File: src/rtl/sram_ctrl.sv
// 32-bit bus to 16-bit asynchronous SRAM controller; each word is two sequenced halfword cycles.
// Optional address error reporting is enabled by defining SRAM_CTRL_ERR_EN.
module sram_ctrl #(
  parameter int unsigned SRAM_AW    = 18,
  parameter int unsigned ACC_CYCLES = 2
) (
  input  logic               clk,
  input  logic               rst_n,
  input  logic               bus_req,
  input  logic               bus_write,
  input  logic [31:0]        bus_addr,
  input  logic [31:0]        bus_wdata,
  input  logic [3:0]         bus_byte_en,
  output logic               bus_ack,
  output logic [31:0]        bus_rdata,
  output logic               bus_err,
  output logic [SRAM_AW-1:0] sram_addr,
  output logic [15:0]        sram_dq_out,
  output logic               sram_dq_oe,
  input  logic [15:0]        sram_dq_in,
  output logic               sram_ce_n,
  output logic               sram_oe_n,
  output logic               sram_we_n,
  output logic               sram_lb_n,
  output logic               sram_ub_n
);

  localparam int unsigned WaW     = SRAM_AW - 1;
  localparam logic [3:0]  AccLast = 4'(ACC_CYCLES - 1);

  typedef enum logic [2:0] {StIdle, StSetup, StAccess, StHold, StDone} state_e;

  state_e           state_q, state_d;
  logic             half_q, half_d;
  logic [3:0]       cnt_q, cnt_d;
  logic             write_q, err_q;
  logic [WaW-1:0]   waddr_q;
  logic [31:0]      wdata_q;
  logic [3:0]       be_q;
  logic [31:0]      rdata_d;

  logic             accept, req_err;
  logic             cur_write, cur_err;
  logic [WaW-1:0]   cur_waddr;
  logic [31:0]      cur_wdata;
  logic [3:0]       cur_be;
  logic [1:0]       sel_be;
  logic             active_d;

  logic               ce_n_d, oe_n_d, we_n_d, lb_n_d, ub_n_d, dq_oe_d, ack_d, err_d;
  logic [SRAM_AW-1:0] addr_d;
  logic [15:0]        dq_out_d;

`ifdef SRAM_CTRL_ERR_EN
  assign req_err = (bus_addr[31:SRAM_AW+1] != '0) || (bus_addr[1:0] != 2'b00);
`else
  // Out-of-range and misaligned addresses simply alias into the SRAM.
  logic unused_addr;
  assign unused_addr = ^{bus_addr[31:SRAM_AW+1], bus_addr[1:0]};
  assign req_err     = 1'b0;
`endif

  assign accept = (state_q == StIdle) && bus_req;

  // Request fields as seen by the next cycle; needed because outputs are registered.
  assign cur_write = accept ? bus_write              : write_q;
  assign cur_waddr = accept ? bus_addr[SRAM_AW:2]    : waddr_q;
  assign cur_wdata = accept ? bus_wdata              : wdata_q;
  assign cur_be    = accept ? bus_byte_en            : be_q;
  assign cur_err   = accept ? req_err                : err_q;

  always_comb begin
    state_d = state_q;
    half_d  = half_q;
    cnt_d   = cnt_q;
    rdata_d = bus_rdata;
    unique case (state_q)
      StIdle: begin
        if (bus_req) begin
          half_d = 1'b0;
          if (req_err) begin
            state_d = StDone;
            rdata_d = '0;
          end else if (!bus_write || (bus_byte_en[1:0] != 2'b00)) begin
            state_d = StSetup;
          end else if (bus_byte_en[3:2] != 2'b00) begin
            state_d = StSetup;
            half_d  = 1'b1;
          end else begin
            state_d = StDone;
          end
        end
      end
      StSetup: begin
        state_d = StAccess;
        cnt_d   = AccLast;
      end
      StAccess: begin
        if (cnt_q != 4'd0) begin
          cnt_d = cnt_q - 4'd1;
        end else if (write_q) begin
          state_d = StHold;
        end else begin
          if (half_q) rdata_d[31:16] = sram_dq_in;
          else        rdata_d[15:0]  = sram_dq_in;
          if (!half_q) begin
            state_d = StSetup;
            half_d  = 1'b1;
          end else begin
            state_d = StDone;
          end
        end
      end
      StHold: begin
        if (!half_q && (be_q[3:2] != 2'b00)) begin
          state_d = StSetup;
          half_d  = 1'b1;
        end else begin
          state_d = StDone;
        end
      end
      StDone:  state_d = StIdle;
      default: state_d = StIdle;
    endcase
  end

  // Pin values for the next cycle, decoded from the next state so every pin is a flop.
  always_comb begin
    active_d = (state_d == StSetup) || (state_d == StAccess) || (state_d == StHold);
    sel_be   = half_d ? cur_be[3:2] : cur_be[1:0];
    ce_n_d   = !active_d;
    oe_n_d   = !((state_d == StAccess) && !cur_write);
    we_n_d   = !((state_d == StAccess) && cur_write);
    dq_oe_d  = active_d && cur_write;
    lb_n_d   = active_d ? (cur_write ? !sel_be[0] : 1'b0) : 1'b1;
    ub_n_d   = active_d ? (cur_write ? !sel_be[1] : 1'b0) : 1'b1;
    addr_d   = active_d ? {cur_waddr, half_d} : sram_addr;
    dq_out_d = (active_d && cur_write) ? (half_d ? cur_wdata[31:16] : cur_wdata[15:0])
                                       : sram_dq_out;
    ack_d    = (state_d == StDone);
    err_d    = ack_d && cur_err;
  end

  always_ff @(posedge clk or negedge rst_n) begin
    if (!rst_n) begin
      state_q     <= StIdle;
      half_q      <= 1'b0;
      cnt_q       <= 4'd0;
      write_q     <= 1'b0;
      err_q       <= 1'b0;
      waddr_q     <= '0;
      wdata_q     <= '0;
      be_q        <= '0;
      bus_rdata   <= '0;
      bus_ack     <= 1'b0;
      bus_err     <= 1'b0;
      sram_addr   <= '0;
      sram_dq_out <= '0;
      sram_dq_oe  <= 1'b0;
      sram_ce_n   <= 1'b1;
      sram_oe_n   <= 1'b1;
      sram_we_n   <= 1'b1;
      sram_lb_n   <= 1'b1;
      sram_ub_n   <= 1'b1;
    end else begin
      state_q     <= state_d;
      half_q      <= half_d;
      cnt_q       <= cnt_d;
      if (accept) begin
        write_q <= bus_write;
        err_q   <= req_err;
        waddr_q <= bus_addr[SRAM_AW:2];
        wdata_q <= bus_wdata;
        be_q    <= bus_byte_en;
      end
      bus_rdata   <= rdata_d;
      bus_ack     <= ack_d;
      bus_err     <= err_d;
      sram_addr   <= addr_d;
      sram_dq_out <= dq_out_d;
      sram_dq_oe  <= dq_oe_d;
      sram_ce_n   <= ce_n_d;
      sram_oe_n   <= oe_n_d;
      sram_we_n   <= we_n_d;
      sram_lb_n   <= lb_n_d;
      sram_ub_n   <= ub_n_d;
    end
  end

endmodule

File: config.mk
export PLATFORM = sky130hd
export DESIGN_NAME = sram_ctrl
export DESIGN_NICKNAME = d
export VERILOG_FILES = /design/src/rtl/sram_ctrl.sv
export SDC_FILE = /design/constraint.sdc
export NUM_CORES = 1
export LEC_CHECK = 0
export CAP_MARGIN = 25
export CORE_AREA = 2 2 76 150
export CTS_BUF_LIST = sky130_fd_sc_hd__clkbuf_8
export CTS_CLUSTER_SIZE = 40
export DETAILED_ROUTE_END_ITERATION = 10
export DIE_AREA = 0 0 78 152
export GPL_TIMING_DRIVEN = 0
export HOLD_SLACK_MARGIN = 0.08
export PLACE_DENSITY = 0.86
export SYNTH_ARGS = -nofsm -noshare
export SYNTH_HDL_FRONTEND = slang
export SYNTH_SLANG_ARGS = --single-unit
File: constraint.sdc
create_clock -name clk -period 3.65 [get_ports clk]
set_input_delay 0.365 -clock clk [delete_from_list [all_inputs] [get_ports clk]]
set_output_delay 0.365 -clock clk [all_outputs]
set_load 0.05 [all_outputs]
==> After elaboration in Yosys (flattened, before gate mapping) <==
Index checks and enable logic that the tools add are counted.
{ "word_totals": {"reg_bits": 137, "input_bits": 88, "output_inout_bits": 74, "wordCells": 86} }
{ "op_classes": {"add_sub_neg": 1, "eq_ne": 8, "muxes": 28, "n_bitwise": 3, "n_reduce_logical": 26} }
{ "ops": {"columns": ["cell", "count"], "rows": [
  ["two-way mux 32 bit", 1],
  ["two-way mux 3 bit", 7],
  ["two-way mux 17 bit", 1],
  ["two-way mux 16 bit", 1],
  ["equality test 3 x 2 -> 1 bit (second input constant)", 4],
  ["two-way mux 1 bit", 12],
  ["case mux 3 bit (4 select lines)", 1],
  ["zero test 1 bit", 8],
  ["two-way mux 4 bit", 2],
  ["case mux 4 bit (2 select lines)", 1],
  ["AND reduction 4 bit", 2],
  ["nonzero test 2 bit", 4],
  ["equality test 3 x 1 -> 1 bit (second input constant)", 2],
  ["logical AND 1 bit", 6],
  ["nonzero test 4 bit", 1],
  ["subtractor 4 x 1 -> 4 bit (second input constant)", 1],
  ["equality test 3 bit (second input constant)", 1],
  ["zero test 3 bit", 1],
  ["logical OR 1 bit", 3],
  ["inverter 1 bit", 3],
  ["case mux 1 bit (3 select lines)", 1],
  ["two-way mux 2 bit", 1],
  ["!= test 2 bit (second input constant)", 1],
  ["AND reduction 2 bit", 1]
]} }

==> Logic depth before layout (Yosys ltp) <==
{ "depth": {"word_depth": 9, "ltp_mapped": 8, "mapped_depth_nobuf": 7} }

==> Worst setup path before layout <==
No wires, ideal clock.
{ "synth_path": {"kind": "reg2reg", "start": "register cnt_q[0]", "end": "register bus_rdata[10]", "setup_ps": 125, "arrival_time_ps": 2110, "setup_slack_ps": 1415, "path_stages_with_launch": 9, "path_buffers": 2, "synth_period_minus_slack_ps": 2235, "path_cell_list": "dfrtp_1 > inv_1 > ha_1 > or3b_4 > nor4_1 > nor2b_1 > buf_4 > buf_6 > mux2_2"} }
{ "synth_via": {"elab_chain_cells": 3} }
{ "synth_rtl": {"columns": ["item", "line_no", "rtl"], "rows": [
  ["start: declaration", "35", "logic [3:0] cnt_q, cnt_d;"],
  ["start signal: assignment", "168", "cnt_q <= cnt_d;"],
  ["nonzero test 4 bit", "99", "if (cnt_q != 4'd0) begin"],
  ["inverter 1 bit (no line)", null, null],
  ["AND reduction 4 bit (no line)", null, null],
  ["end signal: assignment", "176", "bus_rdata <= rdata_d;"],
  ["end: declaration", "15", "output logic [31:0] bus_rdata,"]
]} }
No other way between the ends.
A chain may end at the register's enable or synchronous reset.

==> Worst setup path after layout <==
{ "layout_path": {"start": "register cnt_q[1]", "end": "register sram_dq_out[10]"} }
{ "layout_via": {"elab_cells_between_ends": 12, "classes_between": "3 x eq/ne; 5 x mux; 4 x reduce/logical"} }
{ "layout_lines": {"columns": ["item", "line_no", "rtl"], "rows": [
  ["nonzero test 4 bit", "99", null],
  ["two-way mux 1 bit", "99", null],
  ["case mux 1 bit (3 select lines)", "77", "unique case (state_q)"],
  ["via half_d", "34", "logic half_q, half_d;"],
  ["two-way mux 16 bit", "138", "dq_out_d = (active_d && cur_write) ? (half_d ? cur_wdata[31:16] : cur_wdata[15:0])"],
  ["end signal: assignment", "180", "sram_dq_out <= dq_out_d;"],
  ["end: declaration", "18", "output logic [15:0] sram_dq_out,"]
]} }
The timed path passes the listed nets, and every way through them passes these cells.

==> results.json <==
{
  "clock_skew_ns": 0.0130,
  "min_period_ns": 2.60,
  "routed.top_layer": "met4",
  "wl_met3_um": 417,
  "hp-class": "in2async",
  "grt-ovfl-total": 0,
  "die_h_um": 152,
  "arrival_ns": 2.91,
  "seqPwrFrac_pct": 30.4,
  "place_hpwl_um": 8780,
  "r2r-end": "sram_dq_out[10]$_DFFE_PN0P_",
  "critPathRequiredTime_ns": 3.96,
  "numPlacedInstances": 638,
  "dr.first_iter.drc_count": 125,
  "tightest_slew_ns": 0.584,
  "max-slew-margin-rel_pct": 61.0,
  "hold_viol_final": 0,
  "clockBufferDepth": 2,
  "diodes": 0,
  "clkPwrFrac_pct": 16.4,
  "routed_wl_um": 12000,
  "internal-power_mw": 5.24,
  "synth.distinct_cells": 39,
  "drive_above_1_share_pct": 37.4,
  "drv_slew": 0,
  "seq_area_frac_synth_pct": 61.8,
  "ys.warnings.count": 0,
  "vias": 3477,
  "syn2layout_area_growth_pct": 38.7,
  "postSynthAreaPerCell_um2": 15.8,
  "maxCapViolations": 0,
  "grt_pass1_wl_um": 19600,
  "netSwitchingFraction_pct": 40.3,
  "antenna_found_initial": 0,
  "nets": 607,
  "cts.reportedPaths.clkPinSlew_ns": 0.08,
  "post_cts_buffers": 0,
  "root_buffer": "clkbuf_8",
  "met1_length_um": 4170,
  "grt_pass1_vias": 3998,
  "clkSinkCount": 137,
  "pwr_density_cell_nw_per_um2": 1140,
  "ios": 162,
  "vias_per_cell": 5.19,
  "status": "finished clean",
  "core_um2": 10800,
  "wire_per_inst_um": 18.0,
  "gp_congestion": 0.773,
  "htree_levels": 4,
  "cts_tree": "built",
  "tns_ns": 0,
  "syn_area_um2": 5560,
  "rows": 54,
  "max_freq_mhz": 384,
  "peakVddDrop_uv": 707,
  "track_usage_pct": 21.5,
  "syn-num-nets": 440,
  "hold_ws_ns": 0.461,
  "netlist_instances": 351,
  "first_pass_iters": 4,
  "cts_buffers": 17,
  "fin_util_pct": 71.3,
  "start_util_pct": 51.4,
  "crit_fanout": 10,
  "r2r_start": "cnt_q[1]$_DFFE_PN0P_",
  "synth_seq_cells": 137,
  "rr_worst_depth": 8,
  "power.switching_mw": 3.54,
  "layout_worst_path_cycle_share_pct": 71.4,
  "portBuffers": 146,
  "dieArea_um2": 11900,
  "worstSetupPathType": "reg2reg",
  "power.leakage_nw": 3.29,
  "p_comb_share_pct": 53.1,
  "clkLatencyLatePin_ns": 0.43,
  "cts_resized": 0,
  "critPathCaptureType": "flop",
  "instances_no_fill": 670,
  "rsz0062_at_grt": "false",
  "wl_met2_um": 7160,
  "die-width_um": 78,
  "rrSetupSlack_ns": 1.05,
  "cp-start-kind": "flop",
  "drtAntennaViolNets": 0,
  "grt_max_degree": 80,
  "drc_errors": 0,
  "setup_viol": 0
}
## cell usage after synthesis, drive strengths merged
master	n	area, um2
buf	15	115
nor3b	1	7.51
nor2	7	26.3
mux2	135	1550
mux2i	3	30.0
inv	8	30.0
nand3b	1	7.51
a2111oi	1	27.5
nand2b	1	6.26
and2	2	12.5
ha	1	12.5
nand3	1	5.00
a21o	1	7.51
a22oi	1	7.51
or3	1	6.26
o22ai	2	12.5
nor4b	3	47.5
nor4	3	18.8
a21oi	4	27.5
nor3	1	5.00
nand2	6	25.0
or3b	1	11.3
o21ai	5	36.3
dfstp	5	131
nor2b	4	25.0
o311ai	3	26.3
a211o	1	17.5
or2b	1	11.3
dfrtp	132	3300
a32oi	1	8.76
## sequential cells by signal (all words and copies together), names as in the netlist
signal and flops:
bus_rdata 32, wdata_q 32, sram_addr 18, waddr_q 17, sram_dq_out 16, be_q 4
cnt_q 4, state_q 3, bus_ack 1, bus_err 1, err_q 1, half_q 1
sram_ce_n 1, sram_dq_oe 1, sram_lb_n 1, sram_oe_n 1, sram_ub_n 1, sram_we_n 1
write_q 1
## critical path, cell delays in order (launching register included)
cell,delay (ns)
dfrtp_1,0.41
inv_1,0.09
ha_1,0.21
nor4b_1,0.32
nor2_1,0.08
o311ai_1,0.37
buf_2,0.37
mux2_2,0.38
mux2_4,0.26
## power by group through the flow
stage / Combinational [mW] / Sequential, mW / Clock, mW
after global routing: 4.92 / 2.76 / 1.54
final: 4.66 / 2.67 / 1.44
after CTS: 4.72 / 2.68 / 1.49
after global placement: 4.57 / 2.65 / 0
after floorplan: 1.92 / 4.05 / 0
after detailed placement: 4.70 / 2.70 / 0
## cell usage in the layout, fill, tap and decap left out, drive strengths merged, types with 3 or more instances in the layout
cell type | netlist | layout
nand2 | 6 | 6
inv | 8 | 9
nor2 | 7 | 7
nor4 | 3 | 3
nor4b | 3 | 3
mux2i | 3 | 3
nor2b | 4 | 4
dfrtp | 132 | 132
dfstp | 5 | 5
o311ai | 3 | 3
mux2 | 135 | 135
clkinv | 0 | 3
buf | 15 | 17
clkbuf | 0 | 21
o21ai | 5 | 5
bufinv | 0 | 5
clkdlybuf4s50 | 0 | 145
a21oi | 4 | 4
## worst max path at each step
stage	startpoint	to	slack [ns]	cells past startpoint
CTS	cnt_q[1]$_DFFE_PN0P_	sram_dq_out[10]$_DFFE_PN0P_	1.03	8
global placement	rst_n	bus_rdata[14]$_DFFE_PN0P_	-2.78	1
detailed placement	bus_req	sram_dq_out[9]$_DFFE_PN0P_	0.90	7
global route	cnt_q[1]$_DFFE_PN0P_	sram_dq_out[10]$_DFFE_PN0P_	0.89	8
finish	cnt_q[1]$_DFFE_PN0P_	sram_dq_out[10]$_DFFE_PN0P_	1.05	8
floorplan	cnt_q[0]$_DFFE_PN0P_	bus_rdata[10]$_DFFE_PN0P_	1.42	8
## stage by stage
step | instance area, um2 | worst slack (ns) | total power [mW]
after CTS | 7710 | 1.03 | 8.88
after floorplan | 5560 | 1.42 | 5.97
after global placement | 7200 | -2.78 | 7.22
after global routing | 7710 | 0.894 | 9.21
after detailed placement | 7220 | 0.896 | 7.39
final | 7710 | 1.05 | 8.78
## what timing repair did
action / 4_1_cts / 5_1_grt
endpoints found under the setup margin: 0 / 0
hold buffers: 1 / 0
endpoints found under the hold margin: 54 / 0
## kinds of logic after synthesis
group	after synthesis	share of synthesized area (%)
AO/OA/AOI/OAI	19	3.08
adder cells (fa/ha/maj)	1	0.225
buffers and inverters	23	2.61
flip-flops	137	61.8
multiplexers	138	28.4
AND/OR/NAND/NOR	33	3.87
## routing by layer
layer / track usage, % / vias up
met1: 21.4 / 1779
met4: 8.44 / 0
met3: 5.23 / 20
li1: - / 1579
met5: 0 / -
met2: 41.1 / 99
## final cells by class
type / count / area, um2
clock buffer: 21 / 289
inverter: 8 / 30.0
fill: 742 / 3100
sequential: 137 / 3430
buffer: 15 / 115
tap: 140 / 175
multi-input combinational: 191 / 1980
clock inverter: 10 / 189
timing repair buffer: 148 / 1500
Power figures use the tool's default switching activity.
